File: config.mk
export PLATFORM = sky130hd
export DESIGN_NAME = regfile_mp_flat
export DESIGN_NICKNAME = d
export VERILOG_FILES = /design/src/rtl/regfile_pkg.sv /design/src/rtl/regfile_mp_if.sv /design/src/rtl/regfile_rd_port.sv /design/src/rtl/regfile_mp.sv /design/src/flat_wrapper.sv
export SDC_FILE = /design/constraint.sdc
export NUM_CORES = 2
export LEC_CHECK = 0
export ABC_AREA = 1
export CORE_AREA = 10 10 489 491
export CTS_BUF_LIST = sky130_fd_sc_hd__clkbuf_8
export DETAILED_ROUTE_END_ITERATION = 7
export DIE_AREA = 0 0 499 501
export GPL_TIMING_DRIVEN = 1
export PLACE_DENSITY_LB_ADDON = 0.08
export SETUP_SLACK_MARGIN = 0.4
export SYNTH_ARGS = -nofsm -noshare
export SYNTH_HDL_FRONTEND = slang
export SYNTH_HIERARCHICAL = 1
export SYNTH_SLANG_ARGS = --single-unit
File: constraint.sdc
create_clock -name clk -period 4.15 [get_ports clk]
set_clock_uncertainty 0.2 [all_clocks]
set_input_delay 0.6225 -clock clk [delete_from_list [all_inputs] [get_ports clk]]
set_output_delay 0.6225 -clock clk [all_outputs]
set_load 0.01 [all_outputs]
File: src/rtl/regfile_pkg.sv
// Shared types and helpers for the multi-port register file.
// Holds the FSM state encoding, the zero-register address and the address-width helper.
package regfile_pkg;

  typedef enum logic [0:0] {
    RF_CLEAR = 1'b0,
    RF_RUN   = 1'b1
  } rf_state_e;

  localparam int RF_ZERO_ADDR = 0;

  function automatic int rf_addr_w(input int depth);
    return (depth > 1) ? $clog2(depth) : 1;
  endfunction

endpackage

File: src/rtl/regfile_mp_if.sv
// Bus bundle for regfile_mp. The master is the ID stage, and the slave is the register file.
// Handshake: ready is high only in RUN. A write or alloc is accepted on an edge where ready=1 and clr_req=0.
// At any other edge it is dropped, and there is no backpressure beyond that.
interface regfile_mp_if
  import regfile_pkg::*;
#(
  parameter int WIDTH  = 32,
  parameter int DEPTH  = 32,
  parameter int NUM_RD = 2,
  parameter int NUM_WR = 2
) ();
  localparam int AW = rf_addr_w(DEPTH);

  logic                    clr_req;
  logic                    ready;
  logic [NUM_RD-1:0]       re;
  logic [NUM_RD*AW-1:0]    raddr;
  logic [NUM_RD*WIDTH-1:0] rdata;
  logic [NUM_RD-1:0]       rbusy;
  logic [NUM_WR-1:0]       we;
  logic [NUM_WR*AW-1:0]    waddr;
  logic [NUM_WR*WIDTH-1:0] wdata;
  logic                    alloc_en;
  logic [AW-1:0]           alloc_addr;

  modport master (
    output clr_req, re, raddr, we, waddr, wdata, alloc_en, alloc_addr,
    input  ready, rdata, rbusy
  );

  modport slave (
    input  clr_req, re, raddr, we, waddr, wdata, alloc_en, alloc_addr,
    output ready, rdata, rbusy
  );
endinterface

File: src/rtl/regfile_rd_port.sv
// A single read port of the register file.
// It applies the enable, zero-register and write-bypass priority to the array value and busy bit.
module regfile_rd_port
  import regfile_pkg::*;
#(
  parameter int WIDTH    = 32,
  parameter int AW       = 5,
  parameter int NUM_WR   = 2,
  parameter int ZERO_REG = 1
) (
  input  logic                    run,
  input  logic                    re,
  input  logic [AW-1:0]           raddr,
  input  logic [WIDTH-1:0]        reg_data,
  input  logic                    reg_busy,
  input  logic [NUM_WR-1:0]       we,
  input  logic [NUM_WR*AW-1:0]    waddr,
  input  logic [NUM_WR*WIDTH-1:0] wdata,
  output logic [WIDTH-1:0]        rdata,
  output logic                    rbusy
);
  logic             hit;
  logic [WIDTH-1:0] byp_data;

  always_comb begin
    rdata    = '0;
    rbusy    = 1'b0;
    hit      = 1'b0;
    byp_data = '0;
    if (run && re && !(ZERO_REG != 0 && raddr == AW'(RF_ZERO_ADDR))) begin
      // Later ports overwrite earlier matches, so the highest-numbered writer wins.
      for (int w = 0; w < NUM_WR; w++) begin
        if (we[w] && waddr[w*AW +: AW] == raddr) begin
          hit      = 1'b1;
          byp_data = wdata[w*WIDTH +: WIDTH];
        end
      end
      rdata = hit ? byp_data : reg_data;
      rbusy = hit ? 1'b0 : reg_busy;
    end
  end
endmodule

File: src/rtl/regfile_mp.sv
// GeMIPS ID-stage register file with parametrised read and write ports.
// It provides write bypass, a busy scoreboard and a one-entry-per-cycle clear sweep.
module regfile_mp
  import regfile_pkg::*;
#(
  parameter int WIDTH    = 32,
  parameter int DEPTH    = 32,
  parameter int NUM_RD   = 2,
  parameter int NUM_WR   = 2,
  parameter int ZERO_REG = 1
) (
  input  logic        clk,
  input  logic        rst,
  regfile_mp_if.slave bus,
  output rf_state_e   dbg_state
);
  localparam int AW = rf_addr_w(DEPTH);

  rf_state_e        state_q, state_d;
  logic [AW-1:0]    clr_idx_q;
  logic [WIDTH-1:0] regs [DEPTH];
  logic [DEPTH-1:0] busy_q;
  logic             run;
  logic             accept;

  assign run       = (state_q == RF_RUN);
  assign accept    = run && !bus.clr_req;
  assign bus.ready = run;
  assign dbg_state = state_q;

  always_comb begin
    state_d = state_q;
    case (state_q)
      RF_CLEAR: if (clr_idx_q == AW'(DEPTH - 1)) state_d = RF_RUN;
      RF_RUN:   if (bus.clr_req) state_d = RF_CLEAR;
      default:  state_d = RF_CLEAR;
    endcase
  end

  always_ff @(posedge clk) begin
    if (!rst) begin
      state_q   <= RF_CLEAR;
      clr_idx_q <= '0;
    end else begin
      state_q <= state_d;
      if (!run) clr_idx_q <= clr_idx_q + 1'b1;
      else if (bus.clr_req) clr_idx_q <= '0;
    end
  end

  // The array has no reset, and it reaches zero only through the sweep.
  always_ff @(posedge clk) begin
    if (rst) begin
      if (!run) begin
        regs[clr_idx_q] <= '0;
      end else if (accept) begin
        for (int w = 0; w < NUM_WR; w++) begin
          if (bus.we[w] && !(ZERO_REG != 0 && bus.waddr[w*AW +: AW] == AW'(RF_ZERO_ADDR)))
            regs[bus.waddr[w*AW +: AW]] <= bus.wdata[w*WIDTH +: WIDTH];
        end
      end
    end
  end

  // The alloc is assigned after the commits, so a same-edge alloc leaves the register busy.
  always_ff @(posedge clk) begin
    if (!rst || (run && bus.clr_req)) begin
      busy_q <= '0;
    end else if (run) begin
      for (int w = 0; w < NUM_WR; w++) begin
        if (bus.we[w]) busy_q[bus.waddr[w*AW +: AW]] <= 1'b0;
      end
      if (bus.alloc_en && !(ZERO_REG != 0 && bus.alloc_addr == AW'(RF_ZERO_ADDR)))
        busy_q[bus.alloc_addr] <= 1'b1;
    end
  end

  for (genvar p = 0; p < NUM_RD; p++) begin : g_rd
    logic [AW-1:0] ra;
    assign ra = bus.raddr[p*AW +: AW];

    regfile_rd_port #(
      .WIDTH    (WIDTH),
      .AW       (AW),
      .NUM_WR   (NUM_WR),
      .ZERO_REG (ZERO_REG)
    ) u_rd (
      .run      (run),
      .re       (bus.re[p]),
      .raddr    (ra),
      .reg_data (regs[ra]),
      .reg_busy (busy_q[ra]),
      .we       (bus.we),
      .waddr    (bus.waddr),
      .wdata    (bus.wdata),
      .rdata    (bus.rdata[p*WIDTH +: WIDTH]),
      .rbusy    (bus.rbusy[p])
    );
  end
endmodule
File: src/flat_wrapper.sv
// flat-port wrapper written by rule: the top's interface ports become plain ports
module regfile_mp_flat import regfile_pkg::*;
#(
  parameter int WIDTH    = 32,
  parameter int DEPTH    = 32,
  parameter int NUM_RD   = 2,
  parameter int NUM_WR   = 2,
  parameter int ZERO_REG = 1
)
  (clk, rst, dbg_state, bus_clr_req, bus_re, bus_raddr, bus_we, bus_waddr, bus_wdata, bus_alloc_en, bus_alloc_addr, bus_ready, bus_rdata, bus_rbusy);
  regfile_mp_if #(.WIDTH(WIDTH), .DEPTH(DEPTH), .NUM_RD(NUM_RD), .NUM_WR(NUM_WR)) bus_i ();
  input  logic clk;
  input  logic rst;
  output rf_state_e dbg_state;
  input wire logic [$bits(bus_i.clr_req)-1:0] bus_clr_req;
  input wire logic [$bits(bus_i.re)-1:0] bus_re;
  input wire logic [$bits(bus_i.raddr)-1:0] bus_raddr;
  input wire logic [$bits(bus_i.we)-1:0] bus_we;
  input wire logic [$bits(bus_i.waddr)-1:0] bus_waddr;
  input wire logic [$bits(bus_i.wdata)-1:0] bus_wdata;
  input wire logic [$bits(bus_i.alloc_en)-1:0] bus_alloc_en;
  input wire logic [$bits(bus_i.alloc_addr)-1:0] bus_alloc_addr;
  output wire logic [$bits(bus_i.ready)-1:0] bus_ready;
  output wire logic [$bits(bus_i.rdata)-1:0] bus_rdata;
  output wire logic [$bits(bus_i.rbusy)-1:0] bus_rbusy;
  assign bus_i.clr_req = bus_clr_req;
  assign bus_i.re = bus_re;
  assign bus_i.raddr = bus_raddr;
  assign bus_i.we = bus_we;
  assign bus_i.waddr = bus_waddr;
  assign bus_i.wdata = bus_wdata;
  assign bus_i.alloc_en = bus_alloc_en;
  assign bus_i.alloc_addr = bus_alloc_addr;
  assign bus_ready = bus_i.ready;
  assign bus_rdata = bus_i.rdata;
  assign bus_rbusy = bus_i.rbusy;
  regfile_mp #(.WIDTH(WIDTH), .DEPTH(DEPTH), .NUM_RD(NUM_RD), .NUM_WR(NUM_WR), .ZERO_REG(ZERO_REG)) u_core (.clk(clk), .rst(rst), .bus(bus_i), .dbg_state(dbg_state));
endmodule
Word level (Yosys, flattened, before mapping)
Memories as Yosys holds them, arrays and structs flattened.
Cells that the tools add are included.

storage, ports and cells
  bits in writable memories = 1,024
  logic and storage cells = 111
  input port bits = 97
  register bits = 38
  memories = 1

operators by class
  $lt $le $gt $ge = 8
  reductions and logical operators = 30
  add/subtract/negate cells = 1
  bitwise gates (word level) = 6
  equal/unequal tests = 6
  muxes and demuxes = 56

memories
  name         depth  width  read ports  clocked after memory_dff  wr ports  line              RTL
  u_core.regs  32     32     2           0                         2         regfile_mp.sv:21  logic [WIDTH-1:0] regs [DEPTH];

operators by type and width
  operator             number
  $mux 32              16
  $and 32x32->32       2
  $not 32->32          2
  $or 32x32->32        1
  $reduce_or 32->1     1
  $mux 1               31
  $lt 5x6->1 const B   5
  $logic_not 5->1      5
  $eq 5x5->1           4
  $logic_and 1x1->1    16
  $demux 1 s5          3
  $ge 5x1->1 const B   3
  $mux 5               3
  $bmux 1 s5           2
  $logic_not 1->1      7
  $add 5x1->5 const B  1
  $eq 5x5->1 const B   1
  $ne 2x2->1 const B   1
  $pmux 1 s2           1
  $logic_or 1x1->1     1
  $not 1->1            1

Longest topological paths before layout
  depth in word-level cells = 15
  depth in mapped cells = 15
  depth with buffers taken out = 12

By module
The synthesis kept the hierarchy.

modules (own cells, without submodules)
  module           times used  area an instance (um2)  cells each
  regfile_mp       1           65,551.6                9,049
  regfile_rd_port  2           1,450.1                 334

Worst setup path before layout
Ideal clock, no wire load.

  path kind = input -> register
  start point = in bus_waddr[3]
  end point = mem u_core.regs[0][0], enable pin
  required time = 3.558 ns
  library setup time = 0.392 ns
  data arrival time = 2.469 ns
  stages = 9
  path slack = 1.089 ns
  cell sequence = nor2_2 -> nand3_2 -> nand2_2 -> buf_2 -> nand2_1 -> nand2_1 -> nand2_1 -> nor2_1 -> and2_1

RTL lines
  element          line                RTL
  start, declared  flat_wrapper.sv:19  input wire logic [$bits(bus_i.waddr)-1:0] bus_waddr;
  end, declared    regfile_mp.sv:21

Worst setup path in the final report
  start point = in bus_raddr[1]
  end point = out bus_rdata[18]

on the way
  cells in the longest elaborated chain, start to end = 7
  elaborated cells between the ends (all ways) = 15
  classes of those cells = 2 x eq/ne; 7 x mux; 5 x reduce/logical; 1 x memory

ends and longest elaborated chain
  element              line                   RTL
  start, declared      flat_wrapper.sv:17     input wire logic [$bits(bus_i.raddr)-1:0] bus_raddr;
  $eq 5x5->1           regfile_rd_port.sv:33  if (we[w] && waddr[w*AW +: AW] == raddr) begin
  $logic_and 1x1->1    regfile_rd_port.sv:33
  $mux 1 (2 in a row)  regfile_rd_port.sv:33
  $mux 1               regfile_rd_port.sv:30  if (run && re && !(ZERO_REG != 0 && raddr == AW'(RF_ZERO_ADDR))) begin
  $mux 32              regfile_rd_port.sv:38  rdata = hit ? byp_data : reg_data;
  $mux 32 *            regfile_rd_port.sv:30
  end, declared        flat_wrapper.sv:24     output wire logic [$bits(bus_i.rdata)-1:0] bus_rdata;

Mark *: on every way between the ends. The rest lies on a longest branch, timed or not. The select of a mux whose other input is x is not followed.

==> impl_metrics.yaml <==
cts:
  ctsHoldBuffers: 0
  cts_max_path_buffers: 3
  cts_root_buf: "clkbuf_8"
  clkSlewWorstSetupHoldPaths_ns: 0.08
  cts_sinks: 1062
  cts_tree: "yes"
  cts_max_level: 4
  cts_buffers: 213
  clk_latency_ns: 1.03
worst_setup_path:
  required_ns: 3.33
  reg2reg_depth: 8
  cp-start-kind: "input pin"
  slowest_stage: "clkdlybuf4s50_1"
  crit_end: "bus_rdata[18]"
  path_cells: "buf_12 -> inv_8 -> buf_12 -> buf_4 -> nand3_1 -> nand3_1 -> nand2_1 -> nand2_1 -> nand2_1 -> nand2_1 -> nand2_1 -> nand3b_1 -> nand2_1 -> nor2_1 -> clkdlybuf4s50_1"
  path_max_fanout: 27
  rrSetupSlack_ns: 1.02
  path_class: "input pin to output port"
  end_kind: "output port"
  cp_slowest_stage_delay_ns: 0.47
  r2r-start: "u_core/bus.ready"
  crit_arrival_ns: 2.94
  cp-startpoint: "bus_raddr[1]"
  crit_top_cell: "nand2_1"
  r2r_end: "u_core/regs[15][12]"
route:
  vias: 71110
  dr.pass1.iters: 8
  routed_wl_mm: 363.6
  routedWlPerCell_um: 28.17
  drcViolationCount: 0
  vias_per_cell: 5.509
  final_antenna_net_count: 0
  drt_iter0_markers: 9923
timing:
  rsz0062_at_grt: "true"
  min_period_ns: 3.767
  worstMarginPinSlew_ns: 1.280
  hold_viol: 0
  slew_headroom_pct: 14.64
  clock.fmax_ghz: 0.2655
  finalCritPeriodShare_pct: 90.77
  hold_ws_ns: 0.1017
  setup_tns_ns: 0
  layout_setup_ws_ns: 0.3830
  slew_viol_final: 0
  finalSetupViolCount: 0
placed_design:
  dpl_cell_area_um2: 76660
  gp_congestion: 0.8889
  placedCellCount: 12480
  io_buffers: 164
  place_ws_ns: 0.1631
  dp_hpwl_mm: 221.1
finish:
  multi_input_area_um2: 32670
  area_growth_pct: 19.44
  fin_cells: 12910
  ff_latch_area_um2: 31510
  utilization_pct: 35.67
  fin_nets: 9802
  drive_gt1_share_pct: 10.06
  fillCellCount: 23980
  final_area_um2: 81760
floorplan:
  start_util_pct: 29.86
  rows: 176
  die_area_um2: 250000
  die_w_um: 499
  coreArea_um2: 229200
  io_pins: 165
  dieHeight_um: 501
synth:
  ys_ff_latch: 1062
  async_reset_ff_share_pct: 0
  synth_area_um2: 68450
  synthFlopType: "edfxtp_1"
  ys_types: 29
  synth-seq-area-share_pct: 46.03
  syn-instance-count: 9717
  syn_nets: 9816
  ys_warn_count: 6
  synth_edf_count: 1024
  postSynthAreaPerCell_um2: 7.045
pwr:
  p_leak_nw: 33.78
  p_switching_mw: 7.948
  vdd_drop_max_mv: 0.2124
  p_sw_share_pct: 30.23
  total_power_mw: 26.29
  power_frac_seq_pct: 44.5
  powerDensity_nw_per_um2: 321.6
  internal_power_mw: 18.34
  clockPowerShare_pct: 41.0
  combinationalPowerShare_pct: 14.5
grt:
  grt-ovfl-total: 0
  grt_max_degree: 89
  antenna_found_initial: 8
  grt_pass1_vias: 66360
  grt_usage_pct: 27.85
  grt_pass1_wl_mm: 508.8
status:
  outcome: "finished clean"
run:
  maxCapViolCount: 0
min_path:
  hp-class: "input pin to flop"
  min_from: "bus_clr_req"
[flip-flops by register name, indices dropped and copies added, names as in the netlist]
| name | count |
|---|---|
| u_core/clr_idx_q | 5 |
| u_core/busy_q | 32 |
| u_core/regs | 1024 |
| u_core/bus.ready | 1 |
[layout make-up]
cell class	count	share of cell area, %
antenna	4	0.01224
inverter	201	1.041
multi-input combinational	7538	39.96
clock buffer	216	3.636
tap	3026	4.631
sequential	1062	38.54
timing repair buffer	687	10.91
clock inverter	173	1.264
[worst max-delay path: cells and delay by family]
kind | cells | cell delay, ns
buf+inv | 5 | 1.38
simple gates | 10 | 0.85
[layer usage]
layer / vias to the layer above / global-route usage [%] / share of wire, %
li1: 32140 / - / -
met1: 34230 / 38.06 / 43
met2: 4020 / 43.14 / 44
met3: 723 / 5.244 / 9.2
met4: 2 / 11.49 / 4.3
met5: - / 0 / 0.0019
[power by group through the flow]
stage / Combinational, mW / Clock, mW / Sequential [mW]
3_5_place_dp: 3.58 / 0 / 11.9
3_3_place_gp: 3.58 / 0 / 11.9
2_1_floorplan: 1.90 / 0 / 11.9
5_1_grt: 4.08 / 11.5 / 11.7
4_1_cts: 3.72 / 11.0 / 11.7
6_report: 3.81 / 10.8 / 11.7
[worst min-delay path by stage]
stage | endpoint | slack (ns) | cells after the start
global route | u_core/clr_idx_q[3] | 0.13 | 3
global placement | u_core/busy_q[12] | 0.27 | 2
CTS | u_core/clr_idx_q[3] | 0.02 | 4
floorplan | u_core/busy_q[0] | 0.23 | 2
finish | u_core/clr_idx_q[3] | 0.10 | 4
detailed placement | u_core/busy_q[12] | 0.27 | 2
[cells in the mapped netlist (2+ instances only)]
master    number  area [µm²]
nand2_1     4462       16750
nand3_1     1618        8098
edfxtp_1    1024       30750
clkbuf_1     585        2196
o21ai_0      573        2868
o21ai_1      456        2282
nor2_1       254       953.4
inv_1        187       701.9
buf_2        171       855.8
buf_1         96       360.4
nand3b_1      64       480.5
buf_6         46       518.0
nor2_2        39       244.0
dfxtp_1       38       760.7
a21oi_1       34       170.2
buf_4         17       127.6
inv_2         11       41.29
nand2_2       11       68.82
nor3_1        11       55.05
nand3_2        4       40.04
nand4_1        4       25.02
clkinv_1       3       11.26
ha_1           2       25.02
nor2_4         2       22.52
[layout by cell type, fill, tap and decap left out, types with 23 or more instances in the layout]
cell type        netlist  final
a21oi_1               34     34
buf_12                 0    208
buf_16                 0     23
buf_4                 17    272
clkbuf_8               0    218
clkdlybuf4s50_1        0     84
clkinv_1               3     61
clkinv_2               0     29
dfxtp_1               38     37
dlygate4sd2_1          0     54
edfxtp_1            1024   1024
inv_1                187    239
nand2_1             4462   4369
nand2_2               11     59
nand2_4                0     45
nand3_1             1618   1613
nand3b_1              64     64
nor2_1               254    248
nor2_2                39     44
o21ai_0              573    573
o21ai_1              456    456
[repair_timing]
action / in CTS / in global routing
pin swaps: 5 / 4
setup endpoints to repair: 66 / 34
gates resized for setup: 146 / 61
gates cloned: 13 / 3
setup buffers: 13 / 3
[kinds of logic (layout without fill, tap and decap cells)]
group / count (synthesis) / after routing / share of synthesized area [%]
simple gates: 6470 / 6470 / 39.07
buf+inv: 1117 / 1277 / 7.052
compound gates: 1066 / 1066 / 7.812
flops: 1062 / 1062 / 46.03
fa+ha+maj: 2 / 2 / 0.03655
other cells: 0 / 4 / 0
Note: power is estimated with default switching activity, not from simulation.
